[src/rtl/decoder_scan.sv]
// One-hot decoder with a direct-select mode and a prescaled auto-scan mode.
// All outputs are registered; wrap pulses for one cycle when the scan index rolls over.
module decoder_scan #(
  parameter int unsigned SEL_W = 3,
  parameter int unsigned OUT_N = 8,
  parameter int unsigned DIV   = 4
) (
  input  logic             clk,
  input  logic             rst,
  input  logic             en,
  input  logic             mode,
  input  logic [SEL_W-1:0] sel,
  output logic [OUT_N-1:0] out,
  output logic [SEL_W-1:0] idx,
  output logic             err,
  output logic             wrap
);

  localparam int unsigned      PW       = (DIV > 1) ? $clog2(DIV) : 1;
  localparam logic [PW-1:0]    PresLast = PW'(DIV - 1);
  localparam logic [SEL_W-1:0] IdxLast  = SEL_W'(OUT_N - 1);

  typedef enum logic [1:0] {StIdle, StDirect, StScan} state_e;

  state_e           state_q, state_d;
  logic [OUT_N-1:0] out_q, out_d;
  logic [SEL_W-1:0] idx_q, idx_d;
  logic             err_q, err_d;
  logic             wrap_q, wrap_d;
  logic [PW-1:0]    presc_q, presc_d;

  function automatic logic [OUT_N-1:0] onehot(input logic [SEL_W-1:0] i);
    logic [OUT_N-1:0] v;
    v = '0;
    for (int unsigned k = 0; k < OUT_N; k++) begin
      if (i == SEL_W'(k)) v[k] = 1'b1;
    end
    return v;
  endfunction

  function automatic logic in_range(input logic [SEL_W-1:0] i);
    return 32'(i) < OUT_N;
  endfunction

  always_ff @(posedge clk) begin
    if (rst) begin
      state_q <= StIdle;
      out_q   <= '0;
      idx_q   <= '0;
      err_q   <= 1'b0;
      wrap_q  <= 1'b0;
      presc_q <= '0;
    end else begin
      state_q <= state_d;
      out_q   <= out_d;
      idx_q   <= idx_d;
      err_q   <= err_d;
      wrap_q  <= wrap_d;
      presc_q <= presc_d;
    end
  end

  always_comb begin
    state_d = state_q;
    if (en) begin
      unique case (state_q)
        StIdle:   state_d = mode ? StScan : StDirect;
        StDirect: if (mode) state_d = StScan;
        StScan:   if (!mode) state_d = StDirect;
        default:  state_d = StIdle;
      endcase
    end
  end

  always_comb begin
    out_d   = out_q;
    idx_d   = idx_q;
    err_d   = err_q;
    presc_d = presc_q;
    wrap_d  = 1'b0;
    if (en) begin
      unique case (state_d)
        StDirect: begin
          presc_d = '0;
          idx_d   = sel;
          if (in_range(sel)) begin
            out_d = onehot(sel);
            err_d = 1'b0;
          end else begin
            out_d = '0;
            err_d = 1'b1;
          end
        end
        StScan: begin
          err_d = 1'b0;
          if (state_q != StScan) begin
            // Entering scan: resume from the held index if it is legal.
            presc_d = '0;
            idx_d   = in_range(idx_q) ? idx_q : '0;
            out_d   = onehot(idx_d);
          end else if (presc_q == PresLast) begin
            presc_d = '0;
            if (idx_q == IdxLast) begin
              idx_d  = '0;
              wrap_d = 1'b1;
            end else begin
              idx_d = idx_q + 1'b1;
            end
            out_d = onehot(idx_d);
          end else begin
            presc_d = presc_q + 1'b1;
          end
        end
        default: ;
      endcase
    end
  end

  assign out  = out_q;
  assign idx  = idx_q;
  assign err  = err_q;
  assign wrap = wrap_q;

endmodule

[config.mk]
export PLATFORM = sky130hd
export DESIGN_NAME = decoder_scan
export DESIGN_NICKNAME = d
export VERILOG_FILES = /design/src/rtl/decoder_scan.sv
export SDC_FILE = /design/constraint.sdc
export NUM_CORES = 1
export LEC_CHECK = 0
export ABC_AREA = 1
export CORE_ASPECT_RATIO = 1.25
export CORE_MARGIN = 8
export CORE_UTILIZATION = 54
export DETAILED_ROUTE_END_ITERATION = 10
export DONT_BUFFER_PORTS = 1
export PLACE_DENSITY = 0.82
export SETUP_SLACK_MARGIN = 0.02
export SLEW_MARGIN = 10
export SYNTH_ARGS = -nofsm -noshare
export SYNTH_HDL_FRONTEND = slang
export SYNTH_SLANG_ARGS = --single-unit
export TNS_END_PERCENT = 30
[constraint.sdc]
create_clock -name clk -period 1.82 [get_ports clk]
set_input_delay 0.364 -clock clk [delete_from_list [all_inputs] [get_ports clk]]
set_output_delay 0.364 -clock clk [all_outputs]
set_load 0.01 [all_outputs]
==> results of run 1 <==
[repair_timing]
item | CTS | global route
hold buffers | 0 | 0
setup endpoints to repair | 11 | 10
pin swaps | 2 | 5
setup buffers | 0 | 1
resized for setup | 4 | 7
[final cells by class]
cell class | count | area (um^2)
clock buffers | 4 | 36.3
fillers | 154 | 614
inverters | 23 | 86.3
multi-input cells | 95 | 588
flip-flops and latches | 16 | 323
well taps | 19 | 23.8
repair buffers | 8 | 72.6
[layout by cell type (no fill, tap or decap), drive strengths merged]
master   n
nand2   30
inv     23
dfxtp   16
nand3   13
nor2    13
a21oi    9
ha       8
buf      8
o21ai    7
clkbuf   4
nor3     3
a31oi    3
nand4    2
a22oi    1
o22ai    1
or2      1
o31ai    1
nand3b   1
o32ai    1
conb     1
[routing by layer]
| metal | vias up | track usage [%] | share of wire [%] |
|---|---|---|---|
| met5 | - | 0 | 0 |
| li1 | 459 | - | - |
| met4 | 0 | 8.33 | 3.4 |
| met1 | 420 | 14.2 | 37 |
| met2 | 45 | 23.3 | 51 |
| met3 | 9 | 2.58 | 8.2 |
[through the flow]
| stage | power [mW] | cell area (um^2) | setup TNS (ns) | utilization (%) | instances |
|---|---|---|---|---|---|
| floorplan | 0.531 | 981 | 0 | - | 137 |
| global placement | 0.570 | 1050 | -0.0138 | 60.0 | 160 |
| detailed placement | 0.577 | 1050 | -0.289 | 60.0 | 160 |
| CTS | 0.811 | 1090 | 0 | 62.7 | 164 |
| global route | 0.859 | 1130 | 0 | 64.8 | 165 |
| finish | 0.822 | 1130 | 0 | 64.8 | 165 |
[state kept, by name, summed over array words and instances (netlist names)]
register,cells
out,8
idx,3
presc_q,2
state_q,2
wrap,1
[cells by family after synthesis]
group,count (synthesis),share of synthesized area [%]
and+or+nand+nor,63,31.4
adders and majority gates,8,10.2
buffers and inverters,26,11.1
DFF,16,32.7
other,1,0.382
AOI/OAI and AO/OA,23,14.3
[worst paths after layout]
kind / slack, ns / start / to
min reg2reg: 0.50 / presc_q[0] / presc_q[0]
max reg2reg: 0.08 / state_q[1] / idx[2]
max: 0.08 / state_q[1] / idx[2]
min: 0.13 / rst / out[6]
[power by group]
part	switching, mW	internal [mW]	leakage, nW
clock	0.112	0.122	0.0210
sequential	0.0188	0.369	0.131
combinational	0.123	0.0779	0.370
total	0.254	0.569	0.522
[critical path, cell delays in order (launching register included)]
cell and delay (ns):
sky130_fd_sc_hd__dfxtp_2 0.37, sky130_fd_sc_hd__nand2_2 0.08, sky130_fd_sc_hd__a22oi_2 0.19, sky130_fd_sc_hd__inv_2 0.07, sky130_fd_sc_hd__ha_4 0.23, sky130_fd_sc_hd__or2_4 0.27
sky130_fd_sc_hd__nor2_4 0.17, sky130_fd_sc_hd__o21ai_1 0.09, sky130_fd_sc_hd__a31oi_1 0.19
==> results list, run 1 <==
* Status: finished, final reports clean
- Clock-pin slew was measured on the worst setup and hold paths at 0.09 ns.
* Most frequently used flop master after synthesis: sky130_fd_sc_hd__dfxtp_1
* Ratio of final minimum period to clock period: 95.6%
- Wires add up to 2.36 mm.
- Synth Warn #: 0
- Clock insertion delay at the later pin of the skew report: 0.29 ns
* Buffers on Ports: 0
* Critical path data required time: 2.03 ns
* Pre-Repair DR Iteration Count: 4
- Leakage: 0.522 nW
- The synthesized design contains 16 register bits.
- For this run the aggregate overflow at the end of global routing stands at 0.
- Leading cell types by total area after synthesis: sky130_fd_sc_hd__dfxtp_1 (33%), sky130_fd_sc_hd__ha_1 (10%), sky130_fd_sc_hd__nand2_1 (9.2%), sky130_fd_sc_hd__nand3_1 (6.6%), sky130_fd_sc_hd__inv_1 (6.1%)
* Hold depth: 1
* Unique masters post-synth: 28
- The worst path needs 1.74 ns of the cycle, external delays included.
- Fin. Hold Viols: 0
* Y dimension of the die: 63.7 um
- Worst Setup Start Kind: flip-flop
* Arrival time at the worst endpoint: 1.95 ns
- The synthesized netlist occupies a cell area of 981 um^2.
- Category of the worst setup path capture point: flip-flop
* Setup CP Type: flip-flop to flip-flop
* Number of antenna violations at the first check in global routing: 0
* Worst setup timing slack at the placement stage: -0.0855 ns
- Worst-path maximum fanout: 5
- Total routing usage reported by global routing: 13.6%
- Number of flops mapped to enable cells by yosys: 0
* Slew Viols, Final: 0
- Summed over all nets, the half-perimeter wirelength after detailed placement is 1.81 mm.
* Core Area: 1740 um^2
* Routed wirelength normalized by instance count: 14.3 um
- Entering global routing, the biggest net connects 12 pins.
* RD Place Congestion: 0.951
- The detail route stage leaves a number of antenna-violating nets equal to 0.
- Die area: 3440 um^2
* P&R area growth vs syn: 15.2%
- Library cell occupying the most area in the post-synthesis netlist: sky130_fd_sc_hd__dfxtp_1
- ANT cells: 0
* Commonest cells in the netlist: sky130_fd_sc_hd__nand2_1 (24), sky130_fd_sc_hd__dfxtp_1 (16), sky130_fd_sc_hd__inv_1 (16)
* Wire length of the first global-routing pass: 3.64 mm
- The most common cell in the synthesized netlist is sky130_fd_sc_hd__nand2_1.
- Hold timing on the final database bottoms out at a slack of 0.125 ns.
- Detailed routing inserted a total of 933 vias.
* Number of levels in the clock H-tree: 1
* Effective utilization at floorplan: 56.2%
- RSZ-0062 raised after global routing: true
* Die width: 54.1 um
* Classification of the worst-slack hold path: primary input to flip-flop
- DRC violations left: 0
- Largest buffer count on any clock path: 2
* Number of max-cap violations: 0
- Synthesized instance count: 137
- Counting cells, the worst reg-to-reg path comes to 8.
- Number of clock sinks: 16
* Total number of nets in the final design: 162
- Initial DRC count: 41
- In the post-route analysis, the smallest setup slack over all paths is 0.0807 ns.
* Vias per cell: 5.65
- Layout cells sized above 1: 26.7%
- Number of buffers added by the clock tree synthesis step: 3
- Setup violations remaining at the end of the flow were counted as 0.
* Fraction of synthesized cell area taken by the top area cell type: 32.7%
- Synth async-reset ratio: 0%
- PwrDens: 728 nW/um^2
* TritonCTS clock tree: yes
- 20 I/O pins were placed.
- Highest ir drop seen on vdd: 0.000430 V
* Max Clock Freq: 575 MHz
* Avg Inst Size Synth: 7.16 um^2
* Part of the Yosys area used for sequential elements: 32.7%
- The cell sitting at the root of the clock tree is a sky130_fd_sc_hd__clkbuf_4.
- Count of standard-cell rows: 17
* Setup Skew: 0.00398 ns
- Post-synthesis net count: 152
* Vias in the first global route: 868
(Power assumes the default switching activity.)
==> run 2, diff against run 1 <==
Settings changed: CORE_UTILIZATION 54 to 60, PLACE_DENSITY 0.82 to 0.86.
Clock period 1.82 ns to 2 ns, I/O delays scaled along.
==> run 2 against run 1 <==
Against the previous run: final area shrank 6.5%; clock skew decreased by 0.0030 ns; via count shrank 2.4%; register-to-register slack better by 0.099 ns; global-route usage grew 0.76 points; sequential power decreased by 7.5%; combinational power down 24%.
==> results list, run 2 (synthesis gave the netlist of run 1 again) <==
- Boundary pin count: 20 (unchanged)
- Y dimension of the die: 61.2 um (was 63.7 um)
- Initial DRC count: 24 (was 41)
- Pre-Repair DR Iteration Count: 4 (unchanged)
- The ratio of routed vias to standard cells is 5.73 (was 5.65).
- The via total after detailed routing was 911 (was 933).
- RD Place Congestion: 0.837 (was 0.951)
* Setup violation total in the final timing report: 0 (unchanged)
- Post-layout min period: 1.82 ns (was 1.74 ns)
- RSZ-0062 raised after global routing: false (was true).
- The power density over the cells is 693 nW/um^2 (was 728 nW/um^2).
* Ratio of final minimum period to clock period: 91.0% (was 95.6%)
- The total die area came to 3190 um^2 (was 3440 um^2).
* Fin. Hold Viols: 0 (unchanged)
- The number of antenna diodes is 0 (unchanged).
* Post-route setup TNS: 0 ns (unchanged)
* Worst setup timing slack at the placement stage: 0.0333 ns (was -0.0855 ns)
- The quantity of I/O buffers inserted on ports came to 0 (unchanged).
- Wire length after detailed routing: 2.22 mm (was 2.36 mm)
- Detailed placer's ending HPWL: 1.80 mm (was 1.81 mm)
* Status: finished, final reports clean (unchanged)
- Remaining number of nets flagged by the antenna check after routing: 0 (unchanged)
- Pin count of the biggest net entering global routing: 11 (was 12)
- The cell leakage power is 0.490 nW (was 0.522 nW).
* Number of clock sinks: 16 (unchanged)
* Layout cells sized above 1: 19.1% (was 26.7%)
- Count of standard-cell rows: 16 (was 17)
* Setup CP Type: flip-flop to flip-flop (unchanged)
* Pwr Total: 0.732 mW (was 0.822 mW)
* Effective utilization at floorplan: 62.8% (was 56.2%)
* Routed wirelength normalized by instance count: 13.9 um (was 14.3 um)
* Core Area: 1560 um^2 (was 1740 um^2)
- The arrival time of data at the critical path endpoint was 2.05 ns (was 1.95 ns).
- The buffer cell driving the clock tree root was sky130_fd_sc_hd__clkbuf_4 (unchanged).
- The total congestion overflow came to 0 (unchanged).
- Clock edge transition at the registers on the reported setup and hold paths: 0.10 ns (was 0.09 ns)
- Slew Viols, Final: 0 (unchanged)
- The CTS tree was yes (unchanged).
- The die outline width is 52.2 um (was 54.1 um).
- The via count of the first global-routing pass came to 880 (was 868).
- The synthesis-to-layout area growth came to 7.65% (was 15.2%).
- The element type at the critical path end is a flip-flop (unchanged).
- Number of levels in the clock H-tree: 1 (unchanged)
- Fin worst setup slack: 0.180 ns (was 0.0807 ns)
- Classification of the worst-slack hold path: primary input to flip-flop (unchanged)
- The number of antenna violations at the first check in global routing was 0 (unchanged).
- Most frequent cells in the layout: sky130_fd_sc_hd__nand2_1 (24), sky130_fd_sc_hd__inv_1 (16), sky130_fd_sc_hd__dfxtp_1 (15) (was sky130_fd_sc_hd__nand2_1 (23), sky130_fd_sc_hd__inv_1 (15), sky130_fd_sc_hd__dfxtp_1 (14)).
- The post-cts hold buffer count was 0 (unchanged).
- The detailed-route DRC error count is 0 (unchanged).
- Clock insertion delay at the later pin of the skew report: 0.29 ns (about the same)
- Wire length of the first global-routing pass: 3.53 mm (was 3.64 mm)
- The peak supply drop is 0.000398 V (was 0.000430 V).
- The worst-case clock skew came to 0.00102 ns (was 0.00398 ns).
* Largest buffer count on any clock path: 2 (unchanged)
- Total number of nets in the final design: 157 (was 162)
- Max Clock Freq: 549 MHz (was 575 MHz)
* Critical path data required time: 2.23 ns (was 2.03 ns)
- Worst Setup Start Kind: flip-flop (unchanged)
- Number of flip-flops under the largest register name: 8 (unchanged)
* Number of buffers added by the clock tree synthesis step: 3 (unchanged)
* Number of max-cap violations: 0 (unchanged)
- The worst-path maximum fanout is 10 (was 5).
- Total routing usage reported by global routing: 14.4% (was 13.6%)
- Commonest non-fill, non-tap cell in the layout: sky130_fd_sc_hd__nand2_1 (unchanged)
[run 2: cell types whose count changed in the layout (fill, tap and decap cells not counted), sizes merged]
cell  previous run  this run
buf              8         3
[run 2: worst paths after layout]
kind | startpoint | to | slack [ns] | cells past startpoint
max | state_q[1] | out[4] | 0.18 | 12
min | rst | out[5] | 0.16 | 1
max reg2reg | state_q[1] | out[4] | 0.18 | 12
min reg2reg | presc_q[0] | presc_q[0] | 0.50 | 2
[run 2: what timing repair did]
action,in CTS,in global routing
buffers inserted,0,0
resized for setup,0,2
setup endpoints to repair,0,11
hold endpoints to repair,0,0
[run 2: layout make-up]
cell class | instances | area [um^2]
Tap cell | 18 | 22.5
Fill cell | 136 | 505
Timing Repair Buffer | 3 | 35.0
Clock buffer | 4 | 36.3
Sequential cell | 16 | 322
Inverter | 23 | 86.3
Multi-Input combinational cell | 95 | 554
[run 2: layer usage]
metal	part of all wire (%)	GRT usage (%)	wire (um)	vias up
met1	37	12.5	818	415
li1	-	-	-	458
met4	1.4	6.30	31	0
met3	9.6	6.04	212	6
met2	52	27.7	1150	32
met5	0	0	0	-
[run 2: power by group]
group          total (mW)  switching [mW]  internal (mW)
clock               0.219           0.108          0.111
sequential          0.359          0.0234          0.335
combinational       0.153          0.0976         0.0559
[run 2: stage by stage]
step	cells	instance area (um^2)	hold slack (ns)	util [%]
final	159	1060	0.162	67.6
after global routing	159	1060	0.143	67.6
after CTS	159	1050	0.166	67.4
after detailed placement	155	1020	0.475	65.1
after global placement	155	1020	0.472	65.1
after floorplan	137	981	0.463	-
[run 2: critical path: stages (launching register included)]
cell                      delay (ns)
sky130_fd_sc_hd__dfxtp_1        0.32
sky130_fd_sc_hd__buf_4          0.15
sky130_fd_sc_hd__a22oi_1        0.23
sky130_fd_sc_hd__inv_1          0.08
sky130_fd_sc_hd__ha_2           0.23
sky130_fd_sc_hd__buf_12         0.15
sky130_fd_sc_hd__nand3_1        0.11
sky130_fd_sc_hd__nand2_1        0.06
sky130_fd_sc_hd__nand2_1        0.07
sky130_fd_sc_hd__nand2_2        0.08
sky130_fd_sc_hd__inv_2          0.08
sky130_fd_sc_hd__nand3_1        0.07
sky130_fd_sc_hd__a21oi_1        0.13
==> run 3, diff against run 2 <==
Settings changed: ABC_AREA 1 to 0, CORE_UTILIZATION 60 to 61, PLACE_DENSITY 0.86 to 0.87.
==> run 3 against run 2 <==
Against the previous run: sequential share of layout area shrank 3.3 points; clock skew increased by 0.0050 ns; cell count down 14%; global-route usage down 0.23 points; clock power decreased by 24%; area after synthesis is 6.3% higher; critical endpoint is now out[6]; largest cell class unchanged; largest power group unchanged; highest routed layer unchanged.
==> results list, run 3 <==
- Status: finished, final reports clean (unchanged)
* Boundary pin count: 20 (unchanged)
- The category of the critical setup timing path is flip-flop to flip-flop (unchanged).
- The via total after detailed routing was 848 (was 911).
- Arrival time at the worst endpoint: 2.13 ns (was 2.05 ns)
- Classification of the worst-slack hold path: primary input to flip-flop (unchanged)
* Fin. Hold Viols: 0 (unchanged)
* Most frequently used flop master after synthesis: sky130_fd_sc_hd__dfxtp_1 (unchanged)
* Total number of nets in the final design: 136 (was 157)
* Number of levels in the clock H-tree: 1 (unchanged)
- Pwr Total: 0.709 mW (was 0.732 mW)
- The portion of netlist area occupied by mux cells came to 2.88% (was 0%).
* Wire length of the first global-routing pass: 3.86 mm (was 3.53 mm)
* Worst Setup Start Kind: flip-flop (unchanged)
* Cells along the critical path: a21oi_1 > mux2i_2 > buf_4 > inv_1 > ha_1 > o221ai_4 > buf_4 > and3b_1 > a41o_1 (was buf_4 > a22oi_1 > inv_1 > ha_2 > buf_12 > nand3_1 > nand2_1 > nand2_1 > nand2_2 > inv_2 > nand3_1 > a21oi_1)
- Main combinational cell family by area after synthesis: simple AND/OR/NAND/NOR gates (unchanged)
- Effective utilization at floorplan: 65.9% (was 62.8%)
- Leading cell types by total area after synthesis: sky130_fd_sc_hd__dfxtp_1 (31%), sky130_fd_sc_hd__ha_1 (9.6%), sky130_fd_sc_hd__nor2_1 (4.0%), sky130_fd_sc_hd__buf_6 (3.2%), sky130_fd_sc_hd__o41ai_2 (3.1%) (was sky130_fd_sc_hd__dfxtp_1 (33%), sky130_fd_sc_hd__ha_1 (10%), sky130_fd_sc_hd__nand2_1 (9.2%), sky130_fd_sc_hd__nand3_1 (6.6%), sky130_fd_sc_hd__inv_1 (6.1%)).
- Fraction of synthesized cell area taken by the top area cell type: 30.7% (was 32.7%)
- Number of hold buffers added after cts: 0 (unchanged)
* Setup violation total in the final timing report: 0 (unchanged)
- The sum of net half-perimeters after detailed placement was 1.70 mm (was 1.80 mm).
- The sequential element share of the synthesized area came to 30.7% (was 32.7%).
* PwrDens: 595 nW/um^2 (was 693 nW/um^2)
- Number of max-cap violations: 0 (unchanged)
- The fraction of the cycle the final worst path needs is 94.6% (was 91.0%).
- TritonCTS clock tree: yes (unchanged)
- Avg Inst Size Synth: 9.39 um^2 (was 7.16 um^2)
- The number of CTS-inserted buffers came to 3 (unchanged).
- The die outline width was 53.0 um (was 52.2 um).
- The count of routing violations after the opening detailed-route iteration was 23 (was 24).
- The worst-case clock skew was 0.00604 ns (was 0.00102 ns).
- The share of synthesized registers carrying an async set or reset was 0% (unchanged).
- Area of the multi-input gates: 694 um^2 (was 554 um^2)
* Aggregate global routing overflow: 0 (unchanged)
- The cell family with the largest share of critical-path delay is compound AO/OA/AOI/OAI gates (was buffers and inverters).
- Routed wirelength normalized by instance count: 16.9 um (was 13.9 um)
- Worst-path maximum fanout: 8 (was 10)
- Total routing usage reported by global routing: 14.1% (was 14.4%)
- The xor and xnor fraction of the mapped netlist area is 0% (unchanged).
- Post-route setup TNS: 0 ns (unchanged)
- Vias per cell: 6.19 (was 5.73)
- The slowest cell on the critical path is sky130_fd_sc_hd__dfxtp_2 (was sky130_fd_sc_hd__dfxtp_1).
* Fin worst setup slack: 0.108 ns (was 0.180 ns)
* Max Clock Freq: 529 MHz (was 549 MHz)
- Seq. cell area: 323 um^2 (was 322 um^2)
- The number of cells upsized or downsized after cts came to 0 (unchanged).
- Highest ir drop seen on vdd: 0.000449 V (was 0.000398 V)
* Remaining number of nets flagged by the antenna check after routing: 0 (unchanged)
- Post-synthesis net count: 126 (was 152)
- The buffer cell driving the clock tree root is sky130_fd_sc_hd__clkbuf_4 (unchanged).
* Commonest non-fill, non-tap cell in the layout: sky130_fd_sc_hd__dfxtp_1 (was sky130_fd_sc_hd__nand2_1)
- RD Place Congestion: 0.902 (was 0.837)
- The synthesized cell area was 1040 um^2 (was 981 um^2).
* Wire length after detailed routing: 2.32 mm (was 2.22 mm)
- Count of standard-cell rows: 16 (unchanged)
* Postcts setup bufs: 0 (unchanged)
- RSZ-0062 raised after global routing: true (was false).
- Number of clock sinks: 16 (unchanged)
* Most frequent cells in the layout: sky130_fd_sc_hd__dfxtp_1 (14), sky130_fd_sc_hd__nor2_1 (11), sky130_fd_sc_hd__buf_4 (11) (was sky130_fd_sc_hd__nand2_1 (24), sky130_fd_sc_hd__inv_1 (16), sky130_fd_sc_hd__dfxtp_1 (15))
- Die area: 3300 um^2 (was 3190 um^2)
* Layout cells sized above 1: 32.8% (was 19.1%)
* Clock insertion delay at the later pin of the skew report: 0.29 ns (about the same)
- The fill cell total of the finished layout came to 109 (was 136).
- Pin count of the biggest net entering global routing: 21 (was 11)
* Post-layout min period: 1.89 ns (was 1.82 ns)
* Synth Warn #: 0 (unchanged)
* Critical path data required time: 2.24 ns (was 2.23 ns)
* Number of antenna violations at the first check in global routing: 0 (unchanged)
* Post-synthesis share of cell area spent on full adders, half adders and majority gates: 9.60% (was 10.2%)
* Simple logic cell fraction of the synthesized area: 25.6% (was 31.4%)
- Slew Viols, Final: 0 (unchanged)
- Commonest cells in the netlist: sky130_fd_sc_hd__dfxtp_1 (16), sky130_fd_sc_hd__nor2_1 (11), sky130_fd_sc_hd__ha_1 (8), sky130_fd_sc_hd__inv_1 (8) (was sky130_fd_sc_hd__nand2_1 (24), sky130_fd_sc_hd__dfxtp_1 (16), sky130_fd_sc_hd__inv_1 (16)).
- The element type at the critical path end was a flip-flop (unchanged).
* Synthesized instance count: 111 (was 137)
* Worst reg2reg setup slack: 0.11 ns (was 0.18 ns)
- The most numerous cell in the Yosys netlist is sky130_fd_sc_hd__dfxtp_1 (was sky130_fd_sc_hd__nand2_1).
- Synthesized-area fraction occupied by ao, oa, aoi and oai cells: 22.4% (was 14.3%)
- Number of flops mapped to enable cells by yosys: 0 (unchanged)
- The synthesis-to-layout area growth came to 14.2% (was 7.65%).
- Buffers on Ports: 0 (unchanged)
- The cell leakage power was 0.507 nW (was 0.490 nW).
* Unique masters post-synth: 46 (was 28)
- DRC violations left: 0 (unchanged)
* Library cell appearing most often on the critical path: sky130_fd_sc_hd__buf_4
- The via count of the first global-routing pass is 856 (was 880).
- The floorplan die height was 62.2 um (was 61.2 um).
- Worst setup timing slack at the placement stage: 0.0482 ns (was 0.0333 ns)
* ANT cells: 0 (unchanged)
* Number of flip-flops and latches in the synthesized netlist: 16 (unchanged)
* Library cell occupying the most area in the post-synthesis netlist: sky130_fd_sc_hd__dfxtp_1 (unchanged)
- The number of buffer and inverter instances along the worst setup path was 3 (was 4).
- Pre-Repair DR Iteration Count: 4 (unchanged)
- The clock edge transition at the registers on the reported setup and hold paths was 0.09 ns (was 0.10 ns).
- The maximum root-to-sink buffer count is 2 (unchanged).
* Crit-path max cell delay: 0.36 ns (was 0.32 ns)
- The flip-flop count of the largest register after layout is 8 (unchanged).
* Core Area: 1580 um^2 (was 1560 um^2)
-- run 3: changes by cell type in the layout (fill, tap and decap cells not counted), moves of 4 or more --
cell                       previous run  this run
sky130_fd_sc_hd__a21oi_1              9         4
sky130_fd_sc_hd__nand2_1             24         4
sky130_fd_sc_hd__inv_2                7         0
sky130_fd_sc_hd__inv_1               16         8
sky130_fd_sc_hd__nand3_1             13         0
sky130_fd_sc_hd__nor2b_1              0         4
sky130_fd_sc_hd__nand2b_1             0         4
sky130_fd_sc_hd__nand2_2              5         1
sky130_fd_sc_hd__buf_4                2        11
sky130_fd_sc_hd__o21ai_1              5         0
-- run 3: metrics by stage --
stage                     instances  util (%)  cell area (um^2)  hold slack [ns]
after floorplan                 111         -              1050            0.436
after global placement          134      69.9              1100            0.438
after detailed placement        134      69.9              1100            0.445
after CTS                       137      71.3              1130            0.164
after global routing            137      75.2              1190            0.152
final                           137      75.2              1190            0.161
-- run 3: final cells by class --
type                            instances  share of cell area, %
Clock buffer                            3                   1.89
Inverter                                9                   2.84
Multi-Input combinational cell         79                   58.4
Sequential cell                        16                   27.1
Tap cell                               18                   1.89
Timing Repair Buffer                   12                   7.89
-- run 3: cells by family after synthesis --
logic type	Yosys count
muxes	3
AOI/OAI and AO/OA	25
buffers and inverters	16
and+or+nand+nor	42
adders and majority gates	8
DFF	16
other	1
-- run 3: final timing paths --
path                    from          to  cells past startpoint
setup reg to reg  state_q[1]      out[6]                      9
setup / recovery  state_q[1]      out[6]                      9
hold / removal           rst      out[0]                      1
hold reg to reg   presc_q[1]  presc_q[1]                      2
-- run 3: per-layer routing --
layer / vias up / track usage [%] / wire length, um / part of all wire, %
met3: 3 / 4.76 / 185 / 8.0
met4: 0 / 3.57 / 19 / 0.82
met5: - / 0 / 0 / 0
met1: 400 / 17.8 / 973 / 42
li1: 420 / - / - / -
met2: 25 / 21.9 / 1140 / 49
-- run 3: power breakdown --
group	internal, mW	switching (mW)	leakage [nW]
clock	0.0700	0.0965	0.0138
combinational	0.0879	0.102	0.362
sequential	0.335	0.0175	0.131
